===== src/rtl/axi_st_pkg.sv =====
// Shared definitions for the axi_st streaming interface and its FIFO.
//   axi_st_beat_t : one complete beat (payload plus every sideband), packed so
//                   it can be stored as a single RAM word.
//   beat_width()  : width of axi_st_beat_t, used to size the beat RAM.
package axi_st_pkg;

  localparam int AXI_ST_DATA_W = 8;
  localparam int AXI_ST_STRB_W = AXI_ST_DATA_W / 8;
  localparam int AXI_ST_ID_W   = 4;
  localparam int AXI_ST_DEST_W = 4;
  localparam int AXI_ST_USER_W = 4;

  typedef struct packed {
    logic [AXI_ST_DATA_W-1:0] tdata;
    logic [AXI_ST_STRB_W-1:0] tstrb;
    logic [AXI_ST_STRB_W-1:0] tkeep;
    logic                     tlast;
    logic [AXI_ST_ID_W-1:0]   tid;
    logic [AXI_ST_DEST_W-1:0] tdest;
    logic [AXI_ST_USER_W-1:0] tuser;
  } axi_st_beat_t;

  function automatic int beat_width();
    return $bits(axi_st_beat_t);
  endfunction

endpackage


===== src/rtl/axi_st_if.sv =====
// axi_st streaming interface: one beat per tvalid && tready handshake.
//   master modport : drives tvalid and the beat fields, samples tready.
//   slave modport  : samples tvalid and the beat fields, drives tready.
interface axi_st;
  import axi_st_pkg::*;

  logic                     tvalid;
  logic                     tready;
  logic [AXI_ST_DATA_W-1:0] tdata;
  logic [AXI_ST_STRB_W-1:0] tstrb;
  logic [AXI_ST_STRB_W-1:0] tkeep;
  logic                     tlast;
  logic [AXI_ST_ID_W-1:0]   tid;
  logic [AXI_ST_DEST_W-1:0] tdest;
  logic [AXI_ST_USER_W-1:0] tuser;

  modport master (
    output tvalid, tdata, tstrb, tkeep, tlast, tid, tdest, tuser,
    input  tready
  );

  modport slave (
    input  tvalid, tdata, tstrb, tkeep, tlast, tid, tdest, tuser,
    output tready
  );

endinterface


===== src/rtl/axi_st_fifo_ram.sv =====
// Simple dual-port beat storage: one synchronous write port, one
// asynchronous read port.
//   clk   : write clock
//   we    : write enable; waddr/wdata written on posedge clk
//   raddr : read address; rdata follows it combinationally
module axi_st_fifo_ram #(
  parameter  int DEPTH  = 16,
  parameter  int WIDTH  = 8,
  localparam int ADDR_W = $clog2(DEPTH)
) (
  input  logic              clk,
  input  logic              we,
  input  logic [ADDR_W-1:0] waddr,
  input  logic [WIDTH-1:0]  wdata,
  input  logic [ADDR_W-1:0] raddr,
  output logic [WIDTH-1:0]  rdata
);

  logic [WIDTH-1:0] mem [DEPTH];

  // NOTE: the array has no reset; the FIFO pointers alone decide which
  // entries are valid, so clearing storage would only cost logic.
  always_ff @(posedge clk) begin
    if (we) begin
      mem[waddr] <= wdata;
    end
  end

  assign rdata = mem[raddr];

endmodule


===== src/rtl/axi_st_fifo.sv =====
// First-word-fall-through FIFO for axi_st beats.
//   clk       : single clock, all logic on posedge
//   rst       : synchronous, active-high reset
//   s_axis    : upstream beats in (tready registered, never depends on m_axis.tready)
//   m_axis    : downstream beats out; head beat shown while tvalid
//   level     : beats stored, 0..DEPTH
//   pkt_count : stored beats carrying tlast, 0..DEPTH
module axi_st_fifo
  import axi_st_pkg::*;
#(
  parameter  int DEPTH  = 16,
  localparam int ADDR_W = $clog2(DEPTH)
) (
  input  logic            clk,
  input  logic            rst,
  axi_st.slave            s_axis,
  axi_st.master           m_axis,
  output logic [ADDR_W:0] level,
  output logic [ADDR_W:0] pkt_count
);

  localparam logic [ADDR_W:0] CNT_ONE  = (ADDR_W+1)'(1);
  localparam logic [ADDR_W:0] CNT_FULL = (ADDR_W+1)'(DEPTH);

  // Pointers carry one extra MSB: equal pointers mean empty, pointers that
  // differ only in the MSB mean full.
  logic [ADDR_W:0] wr_ptr;
  logic [ADDR_W:0] rd_ptr;
  logic            s_ready_q;
  logic            empty;
  logic            push;
  logic            pop;
  logic [ADDR_W:0] level_nxt;
  logic [ADDR_W:0] pkt_nxt;
  axi_st_beat_t    wr_beat;
  axi_st_beat_t    rd_beat;

  assign empty = (wr_ptr == rd_ptr);
  assign push  = s_axis.tvalid && s_ready_q;
  assign pop   = m_axis.tvalid && m_axis.tready;

  assign wr_beat = '{
    tdata: s_axis.tdata,
    tstrb: s_axis.tstrb,
    tkeep: s_axis.tkeep,
    tlast: s_axis.tlast,
    tid:   s_axis.tid,
    tdest: s_axis.tdest,
    tuser: s_axis.tuser
  };

  axi_st_fifo_ram #(
    .DEPTH (DEPTH),
    .WIDTH (beat_width())
  ) u_ram (
    .clk   (clk),
    .we    (push),
    .waddr (wr_ptr[ADDR_W-1:0]),
    .wdata (wr_beat),
    .raddr (rd_ptr[ADDR_W-1:0]),
    .rdata (rd_beat)
  );

  // NOTE: every variable gets its default before the case, so no path
  // leaves it unassigned and no latch is inferred.
  always_comb begin
    level_nxt = level;
    pkt_nxt   = pkt_count;
    case ({push, pop})
      2'b10:   level_nxt = level + CNT_ONE;
      2'b01:   level_nxt = level - CNT_ONE;
      default: ;
    endcase
    case ({push && s_axis.tlast, pop && rd_beat.tlast})
      2'b10:   pkt_nxt = pkt_count + CNT_ONE;
      2'b01:   pkt_nxt = pkt_count - CNT_ONE;
      default: ;
    endcase
  end

  // NOTE: state registers use non-blocking assignments so every flop
  // samples the pre-edge values regardless of statement order.
  always_ff @(posedge clk) begin
    if (rst) begin
      wr_ptr    <= '0;
      rd_ptr    <= '0;
      level     <= '0;
      pkt_count <= '0;
      s_ready_q <= 1'b1;
    end else begin
      if (push) wr_ptr <= wr_ptr + CNT_ONE;
      if (pop)  rd_ptr <= rd_ptr + CNT_ONE;
      level     <= level_nxt;
      pkt_count <= pkt_nxt;
      // Registered from the next level so upstream ready never sees
      // downstream ready combinationally.
      s_ready_q <= (level_nxt != CNT_FULL);
    end
  end

  assign s_axis.tready = s_ready_q;

  assign m_axis.tvalid = !empty;
  assign m_axis.tdata  = rd_beat.tdata;
  assign m_axis.tstrb  = rd_beat.tstrb;
  assign m_axis.tkeep  = rd_beat.tkeep;
  assign m_axis.tlast  = rd_beat.tlast;
  assign m_axis.tid    = rd_beat.tid;
  assign m_axis.tdest  = rd_beat.tdest;
  assign m_axis.tuser  = rd_beat.tuser;

endmodule


===== src/flat_wrapper.sv =====
// flat-port wrapper written by rule: the top's interface ports become plain ports
module axi_st_fifo_flat import axi_st_pkg::*;
#(
  parameter  int DEPTH  = 16,
  localparam int ADDR_W = $clog2(DEPTH)
)
  (clk, rst, level, pkt_count, s_axis_tvalid, s_axis_tdata, s_axis_tstrb, s_axis_tkeep, s_axis_tlast, s_axis_tid, s_axis_tdest, s_axis_tuser, s_axis_tready, m_axis_tvalid, m_axis_tdata, m_axis_tstrb, m_axis_tkeep, m_axis_tlast, m_axis_tid, m_axis_tdest, m_axis_tuser, m_axis_tready);
  axi_st s_axis_i ();
  axi_st m_axis_i ();
  input  logic clk;
  input  logic rst;
  output logic [ADDR_W:0] level;
  output logic [ADDR_W:0] pkt_count;
  input wire logic [$bits(s_axis_i.tvalid)-1:0] s_axis_tvalid;
  input wire logic [$bits(s_axis_i.tdata)-1:0] s_axis_tdata;
  input wire logic [$bits(s_axis_i.tstrb)-1:0] s_axis_tstrb;
  input wire logic [$bits(s_axis_i.tkeep)-1:0] s_axis_tkeep;
  input wire logic [$bits(s_axis_i.tlast)-1:0] s_axis_tlast;
  input wire logic [$bits(s_axis_i.tid)-1:0] s_axis_tid;
  input wire logic [$bits(s_axis_i.tdest)-1:0] s_axis_tdest;
  input wire logic [$bits(s_axis_i.tuser)-1:0] s_axis_tuser;
  output wire logic [$bits(s_axis_i.tready)-1:0] s_axis_tready;
  output wire logic [$bits(m_axis_i.tvalid)-1:0] m_axis_tvalid;
  output wire logic [$bits(m_axis_i.tdata)-1:0] m_axis_tdata;
  output wire logic [$bits(m_axis_i.tstrb)-1:0] m_axis_tstrb;
  output wire logic [$bits(m_axis_i.tkeep)-1:0] m_axis_tkeep;
  output wire logic [$bits(m_axis_i.tlast)-1:0] m_axis_tlast;
  output wire logic [$bits(m_axis_i.tid)-1:0] m_axis_tid;
  output wire logic [$bits(m_axis_i.tdest)-1:0] m_axis_tdest;
  output wire logic [$bits(m_axis_i.tuser)-1:0] m_axis_tuser;
  input wire logic [$bits(m_axis_i.tready)-1:0] m_axis_tready;
  assign s_axis_i.tvalid = s_axis_tvalid;
  assign s_axis_i.tdata = s_axis_tdata;
  assign s_axis_i.tstrb = s_axis_tstrb;
  assign s_axis_i.tkeep = s_axis_tkeep;
  assign s_axis_i.tlast = s_axis_tlast;
  assign s_axis_i.tid = s_axis_tid;
  assign s_axis_i.tdest = s_axis_tdest;
  assign s_axis_i.tuser = s_axis_tuser;
  assign s_axis_tready = s_axis_i.tready;
  assign m_axis_tvalid = m_axis_i.tvalid;
  assign m_axis_tdata = m_axis_i.tdata;
  assign m_axis_tstrb = m_axis_i.tstrb;
  assign m_axis_tkeep = m_axis_i.tkeep;
  assign m_axis_tlast = m_axis_i.tlast;
  assign m_axis_tid = m_axis_i.tid;
  assign m_axis_tdest = m_axis_i.tdest;
  assign m_axis_tuser = m_axis_i.tuser;
  assign m_axis_i.tready = m_axis_tready;
  axi_st_fifo #(.DEPTH(DEPTH)) u_core (.clk(clk), .rst(rst), .s_axis(s_axis_i), .m_axis(m_axis_i), .level(level), .pkt_count(pkt_count));
endmodule

===== config.mk =====
export PLATFORM = sky130hd
export DESIGN_NAME = axi_st_fifo_flat
export DESIGN_NICKNAME = d
export VERILOG_FILES = /design/src/rtl/axi_st_pkg.sv /design/src/rtl/axi_st_if.sv /design/src/rtl/axi_st_fifo_ram.sv /design/src/rtl/axi_st_fifo.sv /design/src/flat_wrapper.sv
export SDC_FILE = /design/constraint.sdc
export NUM_CORES = 1
export LEC_CHECK = 0
export BUFFER_PORTS_ARGS = -buffer_cell sky130_fd_sc_hd__buf_2
export CORE_AREA = 2 2 229 231
export DETAILED_ROUTE_END_ITERATION = 8
export DIE_AREA = 0 0 231 233
export PLACE_DENSITY = 0.55
export SLEW_MARGIN = 20
export SYNTH_ARGS = -nofsm -noshare
export SYNTH_HDL_FRONTEND = slang
export SYNTH_SLANG_ARGS = --single-unit
export TNS_END_PERCENT = 5

===== constraint.sdc =====
create_clock -name clk -period 3.77 [get_ports clk]
set_clock_uncertainty 0.2 [all_clocks]
set_input_delay 0 -clock clk [delete_from_list [all_inputs] [get_ports clk]]
set_output_delay 0 -clock clk [all_outputs]
set_load 0.02 [all_outputs]

==> results of run 1 <==
-- report_power, final --
| part | internal (mW) | switching, mW |
|---|---|---|
| logic | 0.847 | 0.869 |
| clock network | 2.15 | 1.63 |
| registers | 4.89 | 0.101 |
-- worst max path at each step --
stage                                endpoint  slack [ns]  cells after the start
after floorplan           u_core.pkt_count[4]        0.30                     13
after global placement    u_core.pkt_count[4]        0.24                     12
after detailed placement  u_core.pkt_count[4]        0.26                     12
after CTS                 u_core.pkt_count[4]        0.24                     12
after global routing      u_core.pkt_count[4]        0.03                     12
final                     u_core.pkt_count[4]        0.25                     12
-- layout make-up --
class | count | share of cell area (%)
Inverter | 7 | 0.145
Tap cell | 680 | 4.70
Sequential cell | 393 | 63.9
Clock inverter | 22 | 0.865
Multi-Input combinational cell | 246 | 19.7
Clock buffer | 54 | 6.12
Timing Repair Buffer | 119 | 4.59
-- registers in the layout (all words and copies together) (netlist names), named ones only --
signal / count
u_core.pkt_count: 5
u_core.u_ram.mem: 368
u_core.s_axis.tready: 1
u_core.wr_ptr: 5
u_core.level: 5
u_core.rd_ptr: 5
-- worst register-to-register path, cell delays in order, from the launching register on --
cell and delay [ns]:
dfxtp_4 0.40, mux4_1 0.55, and2_1 0.17, a211oi_1 0.20
a21oi_1 0.13, and2_1 0.21, ha_1 0.26, fa_1 0.43
a21o_1 0.20, a21oi_1 0.17, xor2_1 0.10, or3_1 0.31
a21oi_1 0.14
-- metal layers --
metal  global-route usage [%]  up-vias  part of all wire, %
met5                        0        -                    0
met4                     2.76        0                  1.6
met3                     2.13       37                  4.1
met2                     20.8      154                   50
met1                     16.8     3830                   45
li1                         -     3095                    -
-- cells by family after synthesis --
kind of cell	after synthesis	share of synthesized area, %
AND/OR/NAND/NOR	68	2.00
flip-flops	393	76.0
buffers and inverters	40	1.33
multiplexers	120	17.4
AO/OA/AOI/OAI	23	0.930
adder cells (fa/ha/maj)	13	1.12
XOR/XNOR	22	1.27
-- stage by stage --
stage	setup WS [ns]	utilization, %	hold slack (ns)	cells
2_1_floorplan	0.296	-	-0.119	679
3_3_place_gp	0.243	32.4	0.181	1419
3_5_place_dp	0.255	32.4	0.190	1419
4_1_cts	0.243	35.4	0.178	1521
5_1_grt	0.0298	35.4	0.197	1521
6_report	0.247	35.4	0.193	1521
-- cells in the final DEF (no fill, tap or decap), drive strengths merged, types with 3 or more instances in the layout --
| master | n |
|---|---|
| dfxtp | 25 |
| and2 | 4 |
| clkinv | 17 |
| nand2b | 3 |
| dlygate4sd3 | 26 |
| clkinvlp | 3 |
| mux4 | 114 |
| xor2 | 8 |
| nor2 | 33 |
| ha | 12 |
| o21ai | 4 |
| mux2i | 6 |
| nand4 | 3 |
| buf | 93 |
| xnor2 | 14 |
| clkbuf | 54 |
| inv | 8 |
| nand2 | 12 |
| nor3 | 6 |
| a21oi | 11 |
| edfxtp | 368 |
==> results by group, run 1 <==
Critical path
  – Critical-path cell list: mux4_1 > and2_1 > a211oi_1 > a21oi_1 > and2_1 > ha_1 > fa_1 > a21o_1 > a21oi_1 > xor2_1 > or3_1 > a21oi_1
  – Reg2Reg Capture Point: u_core.pkt_count[4]
  – CP max-delay cell: mux4_1
  – Crit path buf inv count: 0
  – R2R Setup Slk: about 0.25 ns
  – Critical path data required time: 4.03 ns
  – Worst Reg-to-Reg Cells: 12
  – CP dominant cell by count: a21oi_1
  – Crit path kind: reg2reg
  – Worst stage delay on the critical path: 0.55 ns
  – CP top delay family: compound AO/OA/AOI/OAI gates
  – Crit Path Max Fanout: 7
  – WP data arrival: 3.78 ns
  – Startpoint Class: register
  – Nature of the critical path endpoint: register

Logic synthesis
  – Synth Net Count: 719
  – Unique masters post-synth: 34
  – Synth area leaders: edfxtp_1, mux4_2, dfxtp_1, ha_1, nor2_1
  – Sequential share of the synthesized area: roughly three quarters
  – Warnings, synthesis: 0
  – Post-Syn Instances: 679
  – FFs w/ async S/R, synth: 0%
  – Top-count cell post-synth: edfxtp_1
  – Number of flops mapped to enable cells by yosys: roughly 370
  – Proportion of netlist area held by the largest area contributor: 72.7%
  – Synth area leader: edfxtp_1
  – #FFs+latches synth: 393
  – Mean post-synth cell area: 22.4 sq um
  – Synth cell count leaders: edfxtp_1, mux4_2, nor2_1, dfxtp_1, clkbuf_1
  – Dominant synthesized flop cell: edfxtp_1
  – Mapped Area: 0.0152 sq mm

Layout
  – Final instance area: 0.0181 sq mm
  – # fillers: 4772
  – # diodes: 0
  – Register Area: 0.0116 sq mm
  – Share of layout cells above drive strength 1: 33.1%
  – Area of the multi-input gates: between 0.003 and 0.004 sq mm
  – Final nets: 849
  – Area growth, synth to finish: 19.0%

Clock tree
  – CTS Buffer Depth: 3
  – Clock transition at the registers of the reported paths: 0.06 ns
  – Clock Latency Late Sink: 0.53 ns
  – Root buf cell: clkbuf_16
  – TritonCTS clock tree: done
  – Cts hold-fix bufs: 26
  – Cts bufs inserted: between 40 and 50
  – Post-CTS Setup Bufs: 0
  – Post-cts sizing count: 0
  – H-tree Lvls: 2
  – CTS Sinks: ~400

GRT
  – Initial antenna violation count: 0
  – GRT Total Usage: 12.3%
  – Largest net degree at the start of global routing: between 60 and 70
  – First-pass GRT wire length: 48900 um
  – Vias in the first global route: 7572
  – Total global routing overflow: 0

Placement
  – Post-DP HPWL: 17600 um
  – Post-DP Area: 0.0166 sq mm
  – Port buffer count: 61
  – Placer Congestion: 0.708

Outcome
  – Run status: completed

Detailed routing
  – Routed Antenna Nets: 0
  – Residual DRC: 0
  – Wire per inst: about 22 um
  – Drt first-iter violations: 630
  – DRT Pass-1 Iters: 5
  – WL final: around 33000 um
  – Via Count: ~7100
  – Vias per cell: 4.68

Timing
  – Final Hold Fails: 0
  – Final Setup Violations: 0
  – Fin. max-slew vios: 0
  – Fin crit share: 93.4%
  – RSZ-0062 raised after global routing: no
  – Worst slew margin: 30.6%
  – Tmin final: 3.52 ns
  – Worst Max-Slew Pin Slew: approximately 1.0 ns
  – Max Clk Rate: 0.284 GHz
  – Final setup TNS: 0 ns

Die
  – Row Count: 83
  – Die area: 0.0538 sq mm
  – Die Ht: 233 um
  – Initial core utilization: 29.8%
  – Core ar.: 0.0511 sq mm
  – Die Wd: 231 um
  – I/O pin cnt: just over 60

Worst hold path
  – Hold Path End: u_core.u_ram.mem[8][20]
  – HP Class: in2reg
  – Hold depth: 2
  – Hold path start: s_axis_tdata[5]

Power and ir drop
  – Total power: 10.5 mW
  – Static Leak: 5.72 nW
  – Pwr/cell area: approximately 580 mW/mm^2
  – Max VDD drop: 0.420 mV

Flow run
  – MaxCap Viol Count: 0
Note: power is estimated with default switching activity, not from simulation.
==> run 2, diff against run 1 <==
==> constraint.sdc (replaced) <==
create_clock -name clk -period 3.77 [get_ports clk]
set_clock_uncertainty 0.2 [all_clocks]
set_input_delay 0.377 -clock clk [delete_from_list [all_inputs] [get_ports clk]]
set_output_delay 0.377 -clock clk [all_outputs]
set_load 0.02 [all_outputs]
==> results by group, run 2 (synthesized netlist as in run 1, its figures left out) <==
Outcome
  – Run status: completed (unchanged)

Critical path
  – CP dominant cell by count: a21oi_1 (unchanged)
  – CP max-delay cell: mux4_1 (unchanged)
  – Worst stage delay on the critical path: 0.55 ns (about the same)
  – Crit Path Max Fanout: 7 (unchanged)
  – Critical-path cell list: mux4_1 > and2_1 > a211oi_1 > a21oi_1 > and2_1 > ha_1 > fa_1 > a21o_1 > a21oi_1 > xor2_1 > or3_1 > a21oi_1 (unchanged)
  – Crit path buf inv count: 0 (unchanged)
  – Critical path data required time: 4.04 ns (was 4.03 ns)
  – WP data arrival: 3.75 ns (was 3.78 ns)
  – Crit path kind: reg2reg (unchanged)
  – Nature of the critical path endpoint: register (unchanged)
  – CP top delay family: compound AO/OA/AOI/OAI gates (unchanged)
  – Startpoint Class: register (unchanged)

Worst hold path
  – Hold path start: s_axis_tstrb (was s_axis_tdata[5])
  – HP Class: in2reg (unchanged)

Detailed routing
  – Residual DRC: 0 (unchanged)
  – Routed Antenna Nets: 0 (unchanged)
  – DRT Pass-1 Iters: 5 (unchanged)
  – Vias per cell: 4.66 (was 4.68)
  – WL final: 32300 um (was 32700 um)
  – Drt first-iter violations: 496 (was 630)
  – Wire per inst: 21.4 um (was 21.5 um)
  – Via Count: 7031 (was 7116)

Die
  – Die Ht: 233 um (unchanged)
  – I/O pin cnt: 62 (unchanged)
  – Die area: 0.0538 sq mm (unchanged)
  – Core ar.: 0.0511 sq mm (unchanged)
  – Die Wd: 231 um (unchanged)
  – Initial core utilization: 29.8% (unchanged)
  – Row Count: 83 (unchanged)

Clock tree
  – Post-CTS Setup Bufs: 0 (unchanged)
  – Root buf cell: clkbuf_16 (unchanged)
  – Clock transition at the registers of the reported paths: 0.06 ns (about the same)
  – H-tree Lvls: 2 (unchanged)
  – CTS Buffer Depth: 3 (unchanged)
  – Cts bufs inserted: 42 (unchanged)
  – TritonCTS clock tree: done (unchanged)
  – Clock Latency Late Sink: 0.54 ns (was 0.53 ns)
  – CTS Sinks: 393 (unchanged)

Timing
  – Worst Max-Slew Pin Slew: 0.817 ns (was 1.04 ns)
  – Tmin final: 3.48 ns (was 3.52 ns)
  – Final Setup Violations: 0 (unchanged)
  – RSZ-0062 raised after global routing: no (unchanged)
  – Worst slew margin: 45.5% (was 30.6%)
  – Fin. max-slew vios: 0 (unchanged)
  – Final Hold Fails: 0 (unchanged)
  – Fin crit share: 92.3% (was 93.4%)
  – Final setup TNS: 0 ns (unchanged)
  – Max Clk Rate: 0.287 GHz (was 0.284 GHz)

Layout
  – Most frequent cells in the layout: edfxtp_1, mux4_2, buf_2 (unchanged)
  – Register Area: 0.0116 sq mm (unchanged)
  – Final nets: 838 (was 849)
  – # diodes: 0 (unchanged)
  – Max reg flops: 368 (unchanged)
  – Area growth, synth to finish: 19.0% (about the same)
  – Area of the multi-input gates: 0.00356 sq mm (unchanged)
  – # fillers: 4772 (unchanged)
  – Share of layout cells above drive strength 1: 33.6% (was 33.1%)
  – Final Non-Filler Cells: 1508 (was 1521)
  – Commonest non-fill, non-tap cell in the layout: edfxtp_1 (unchanged)
  – Largest Register: u_core.u_ram.mem (unchanged)

Power and ir drop
  – Reg power frac: 46.5% (was 47.6%)
  – Max VDD drop: 0.335 mV (was 0.420 mV)
  – Clk network pwr share: 37.5% (was 36.1%)
  – Comb power frac: 16.0% (was 16.4%)
  – Pwr/cell area: 592 mW/mm^2 (was 580 mW/mm^2)
  – Sw Share: 23.9% (was 24.8%)
  – Static Leak: 5.73 nW (was 5.72 nW)
  – Internal power: 8.15 mW (was 7.88 mW)
  – Switch Pwr: 2.56 mW (was 2.61 mW)

Flow run
  – MaxCap Viol Count: 0 (unchanged)

GRT
  – Total global routing overflow: 0 (unchanged)
  – Vias in the first global route: 7392 (was 7572)
  – GRT Total Usage: 12.3% (about the same)
  – Largest net degree at the start of global routing: 53 (was 68)
  – First-pass GRT wire length: 48700 um (was 48900 um)
  – Initial antenna violation count: 1 (was 0)

Placement
  – DP Cell Count: 1415 (was 1419)
  – Post-DP HPWL: 17800 um (was 17600 um)
  – Placer Congestion: 0.702 (was 0.708)
  – Port buffer count: 61 (unchanged)
-- run 2: cell count changes in the layout (fill, tap and decap cells not counted), moves of 2 or more --
| cell | before | now |
|---|---|---|
| clkinvlp_4 | 3 | 0 |
| clkbuf_8 | 1 | 3 |
| clkinv_1 | 12 | 5 |
| bufinv_16 | 1 | 4 |
| buf_12 | 2 | 4 |
| dlygate4sd3_1 | 26 | 19 |
| clkinv_2 | 4 | 6 |
| buf_4 | 30 | 23 |
-- run 2: area by class of cell --
class                           instances  share of cell area [%]
Clock buffer                           58                    6.42
Inverter                                7                   0.145
Sequential cell                       393                    63.9
Timing Repair Buffer                  108                    4.20
Tap cell                              680                    4.70
Multi-Input combinational cell        246                    19.7
Clock inverter                         16                   0.982
-- run 2: what timing repair did --
| item | CTS | global route |
|---|---|---|
| hold buffers | 19 | 0 |
| endpoints found under the setup margin | 0 | 3 |
| gates resized for setup | 0 | 1 |
| hold endpoints to repair | 241 | 0 |
-- run 2: metal layers --
layer	track usage (%)	vias up	wire [um]
met4	3.73	2	666
met1	17.2	3738	14700
met5	0	-	13
met2	19.6	167	15400
met3	2.28	52	1400
li1	-	3072	-
-- run 2: worst reg2reg max path, cell delays in order (launching register included) --
cell and delay, ns:
dfxtp_4 0.41, mux4_1 0.55, and2_1 0.17, a211oi_1 0.20, a21oi_1 0.11, and2_1 0.19, ha_1 0.26, fa_1 0.43
a21o_1 0.19, a21oi_1 0.17, xor2_1 0.09, or3_1 0.30, a21oi_1 0.14
-- run 2: power groups by stage --
stage	Combinational, mW	Clock (mW)	Sequential, mW
after floorplan	1.30	0	5.07
after global placement	1.74	0	5.07
after detailed placement	1.75	0	5.07
after CTS	1.77	4.12	4.98
after global routing	1.88	4.30	4.99
final	1.71	4.02	4.98
-- run 2: path summary, 6_finish.rpt --
| kind | to | slack, ns | cells after the start |
|---|---|---|---|
| max | u_core.pkt_count[4] | 0.29 | 12 |
| min | u_core.u_ram.mem[11][14] | 0.02 | 1 |
| max reg2reg | u_core.pkt_count[4] | 0.29 | 12 |
| min reg2reg | u_core.pkt_count[4] | 0.30 | 2 |
-- run 2: through the flow --
step	instance area [sq um]	setup WS (ns)	utilization, %	hold slack [ns]	total power, mW
floorplan	15200	0.296	-	0.258	6.37
global placement	16600	0.282	32.4	0.308	6.81
detailed placement	16600	0.290	32.4	0.285	6.82
CTS	18100	0.0164	35.4	0.000872	10.9
global route	18100	0.0498	35.4	0.0187	11.2
finish	18100	0.289	35.4	0.0208	10.7
==> run 3, diff against run 2 <==
CAP_MARGIN = 30   (was default)
RECOVER_POWER = 50   (was default)
==> results by group, run 3 (synthesized netlist as in run 1, its figures left out) <==
GRT
  – Initial antenna violation count: 0 (was 1)
  – Largest net degree at the start of global routing: 53 (unchanged)
  – First-pass GRT wire length: 48700 um (unchanged)
  – GRT Total Usage: 12.3% (unchanged)
  – Total global routing overflow: 0 (unchanged)
  – Vias in the first global route: 7392 (unchanged)

Clock tree
  – Post-CTS Setup Bufs: 0 (unchanged)
  – Root buf cell: clkbuf_16 (unchanged)
  – H-tree Lvls: 2 (unchanged)
  – CTS Buffer Depth: 3 (unchanged)
  – TritonCTS clock tree: done (unchanged)
  – Clock Latency Late Sink: 0.55 ns (was 0.54 ns)
  – Clock transition at the registers of the reported paths: 0.06 ns (about the same)
  – CTS Sinks: 393 (unchanged)
  – Cts bufs inserted: 42 (unchanged)

Power and ir drop
  – Internal power: 8.16 mW (was 8.15 mW)
  – Sw Share: 24.0% (was 23.9%)
  – Comb power frac: 16.0% (about the same)
  – Pwr/cell area: 594 mW/mm^2 (was 592 mW/mm^2)
  – Static Leak: 5.63 nW (was 5.73 nW)
  – Reg power frac: 46.4% (was 46.5%)
  – Max VDD drop: 0.334 mV (was 0.335 mV)
  – Clk network pwr share: 37.5% (about the same)
  – Switch Pwr: 2.57 mW (was 2.56 mW)

Timing
  – Worst Max-Slew Pin Slew: 1.27 ns (was 0.817 ns)
  – RSZ-0062 raised after global routing: no (unchanged)
  – Fin. max-slew vios: 0 (unchanged)
  – Tmin final: 3.48 ns (about the same)
  – Final Hold Fails: 0 (unchanged)
  – Final Setup Violations: 0 (unchanged)
  – Max Clk Rate: 0.287 GHz (about the same)
  – Fin crit share: 92.4% (was 92.3%)
  – Final setup TNS: 0 ns (unchanged)
  – Worst slew margin: 15.0% (was 45.5%)

Layout
  – Most frequent cells in the layout: edfxtp_1, mux4_2, clkbuf_1 (was edfxtp_1, mux4_2, buf_2)
  – # fillers: 4775 (was 4772)
  – Largest Register: u_core.u_ram.mem (unchanged)
  – Final nets: 839 (was 838)
  – Max reg flops: 368 (unchanged)
  – Area of the multi-input gates: 0.00354 sq mm (was 0.00356 sq mm)
  – Commonest non-fill, non-tap cell in the layout: edfxtp_1 (unchanged)
  – Share of layout cells above drive strength 1: 29.3% (was 33.6%)
  – Register Area: 0.0116 sq mm (unchanged)
  – Area growth, synth to finish: 18.8% (was 19.0%)
  – Final Non-Filler Cells: 1509 (was 1508)
  – # diodes: 0 (unchanged)

Detailed routing
  – Via Count: 6951 (was 7031)
  – DRT Pass-1 Iters: 5 (unchanged)
  – Residual DRC: 0 (unchanged)
  – WL final: 32200 um (was 32300 um)
  – Drt first-iter violations: 469 (was 496)
  – Vias per cell: 4.61 (was 4.66)
  – Wire per inst: 21.4 um (about the same)
  – Routed Antenna Nets: 0 (unchanged)

Placement
  – DP Cell Count: 1415 (unchanged)
  – Placer Congestion: 0.702 (unchanged)
  – Post-DP HPWL: 17800 um (unchanged)
  – Port buffer count: 61 (unchanged)

Critical path
  – CP max-delay cell: mux4_1 (unchanged)
  – Crit path kind: reg2reg (unchanged)
  – Crit path buf inv count: 0 (unchanged)
  – Critical-path cell list: mux4_1 > and2_1 > a211oi_1 > a21oi_1 > and2_1 > ha_1 > fa_1 > a21o_1 > a21oi_1 > xor2_1 > or3_1 > a21oi_1 (unchanged)
  – CP top delay family: compound AO/OA/AOI/OAI gates (unchanged)
  – Worst stage delay on the critical path: 0.55 ns (about the same)
  – WP data arrival: 3.76 ns (was 3.75 ns)
  – Crit Path Max Fanout: 7 (unchanged)
  – Nature of the critical path endpoint: register (unchanged)
  – CP dominant cell by count: a21oi_1 (unchanged)
  – Critical path data required time: 4.05 ns (was 4.04 ns)
  – Startpoint Class: register (unchanged)

Worst hold path
  – HP Class: in2reg (unchanged)

Die
  – Die Ht: 233 um (unchanged)
  – Die Wd: 231 um (unchanged)
  – Die area: 0.0538 sq mm (unchanged)
  – I/O pin cnt: 62 (unchanged)
  – Initial core utilization: 29.8% (unchanged)
  – Core ar.: 0.0511 sq mm (unchanged)
  – Row Count: 83 (unchanged)

Outcome
  – Run status: completed (unchanged)

Flow run
  – MaxCap Viol Count: 0 (unchanged)
[run 3: layer usage]
metal,wire [um],global-route usage [%],share of wire (%),vias to the layer above
li1,-,-,-,3071
met1,14400,17.2,45,3649
met2,15300,19.6,48,185
met3,1870,2.28,5.8,46
met4,633,3.73,2.0,0
met5,0,0,0,-
[run 3: area by class of cell]
type | instances | area share (%)
timing repair buffer | 109 | 4.08
clock inverter | 16 | 0.984
sequential | 393 | 64.0
inverter | 7 | 0.146
tap | 680 | 4.71
multi-input combinational | 246 | 19.6
clock buffer | 58 | 6.44
[run 3: stage by stage]
step                utilization [%]  total power [mW]  hold slack (ns)  worst slack (ns)  instance area (sq um)
floorplan                         -              6.37            0.258             0.296                  15200
global placement               32.4              6.81            0.308             0.282                  16600
detailed placement             32.4              6.82            0.285             0.290                  16600
CTS                            35.4              10.9         0.000872            0.0164                  18100
global route                   35.3              11.2           0.0466            0.0498                  18100
finish                         35.3              10.7           0.0371             0.285                  18100
[run 3: power by group through the flow]
stage | registers, mW | clock network [mW] | logic [mW]
after detailed placement | 5.07 | 0 | 1.75
after global placement | 5.07 | 0 | 1.74
after floorplan | 5.07 | 0 | 1.30
final | 4.98 | 4.02 | 1.72
after CTS | 4.98 | 4.12 | 1.77
after global routing | 5.00 | 4.30 | 1.88
[run 3: path summary, 6_finish.rpt]
kind                             from  cells past startpoint  slack, ns                  end
setup / recovery             register                     12       0.29  u_core.pkt_count[4]
hold / removal                    rst                      2       0.04      u_core.level[0]
setup reg to reg             register                     12       0.29  u_core.pkt_count[4]
hold reg to reg   u_core.pkt_count[4]                      2       0.30  u_core.pkt_count[4]
[run 3: what timing repair did]
| item | 4_1_cts | 5_1_grt |
|---|---|---|
| hold buffers | 19 | 0 |
| gates resized for setup | 0 | 1 |
| setup endpoints to repair | 0 | 1 |
| hold endpoints to repair | 241 | 0 |
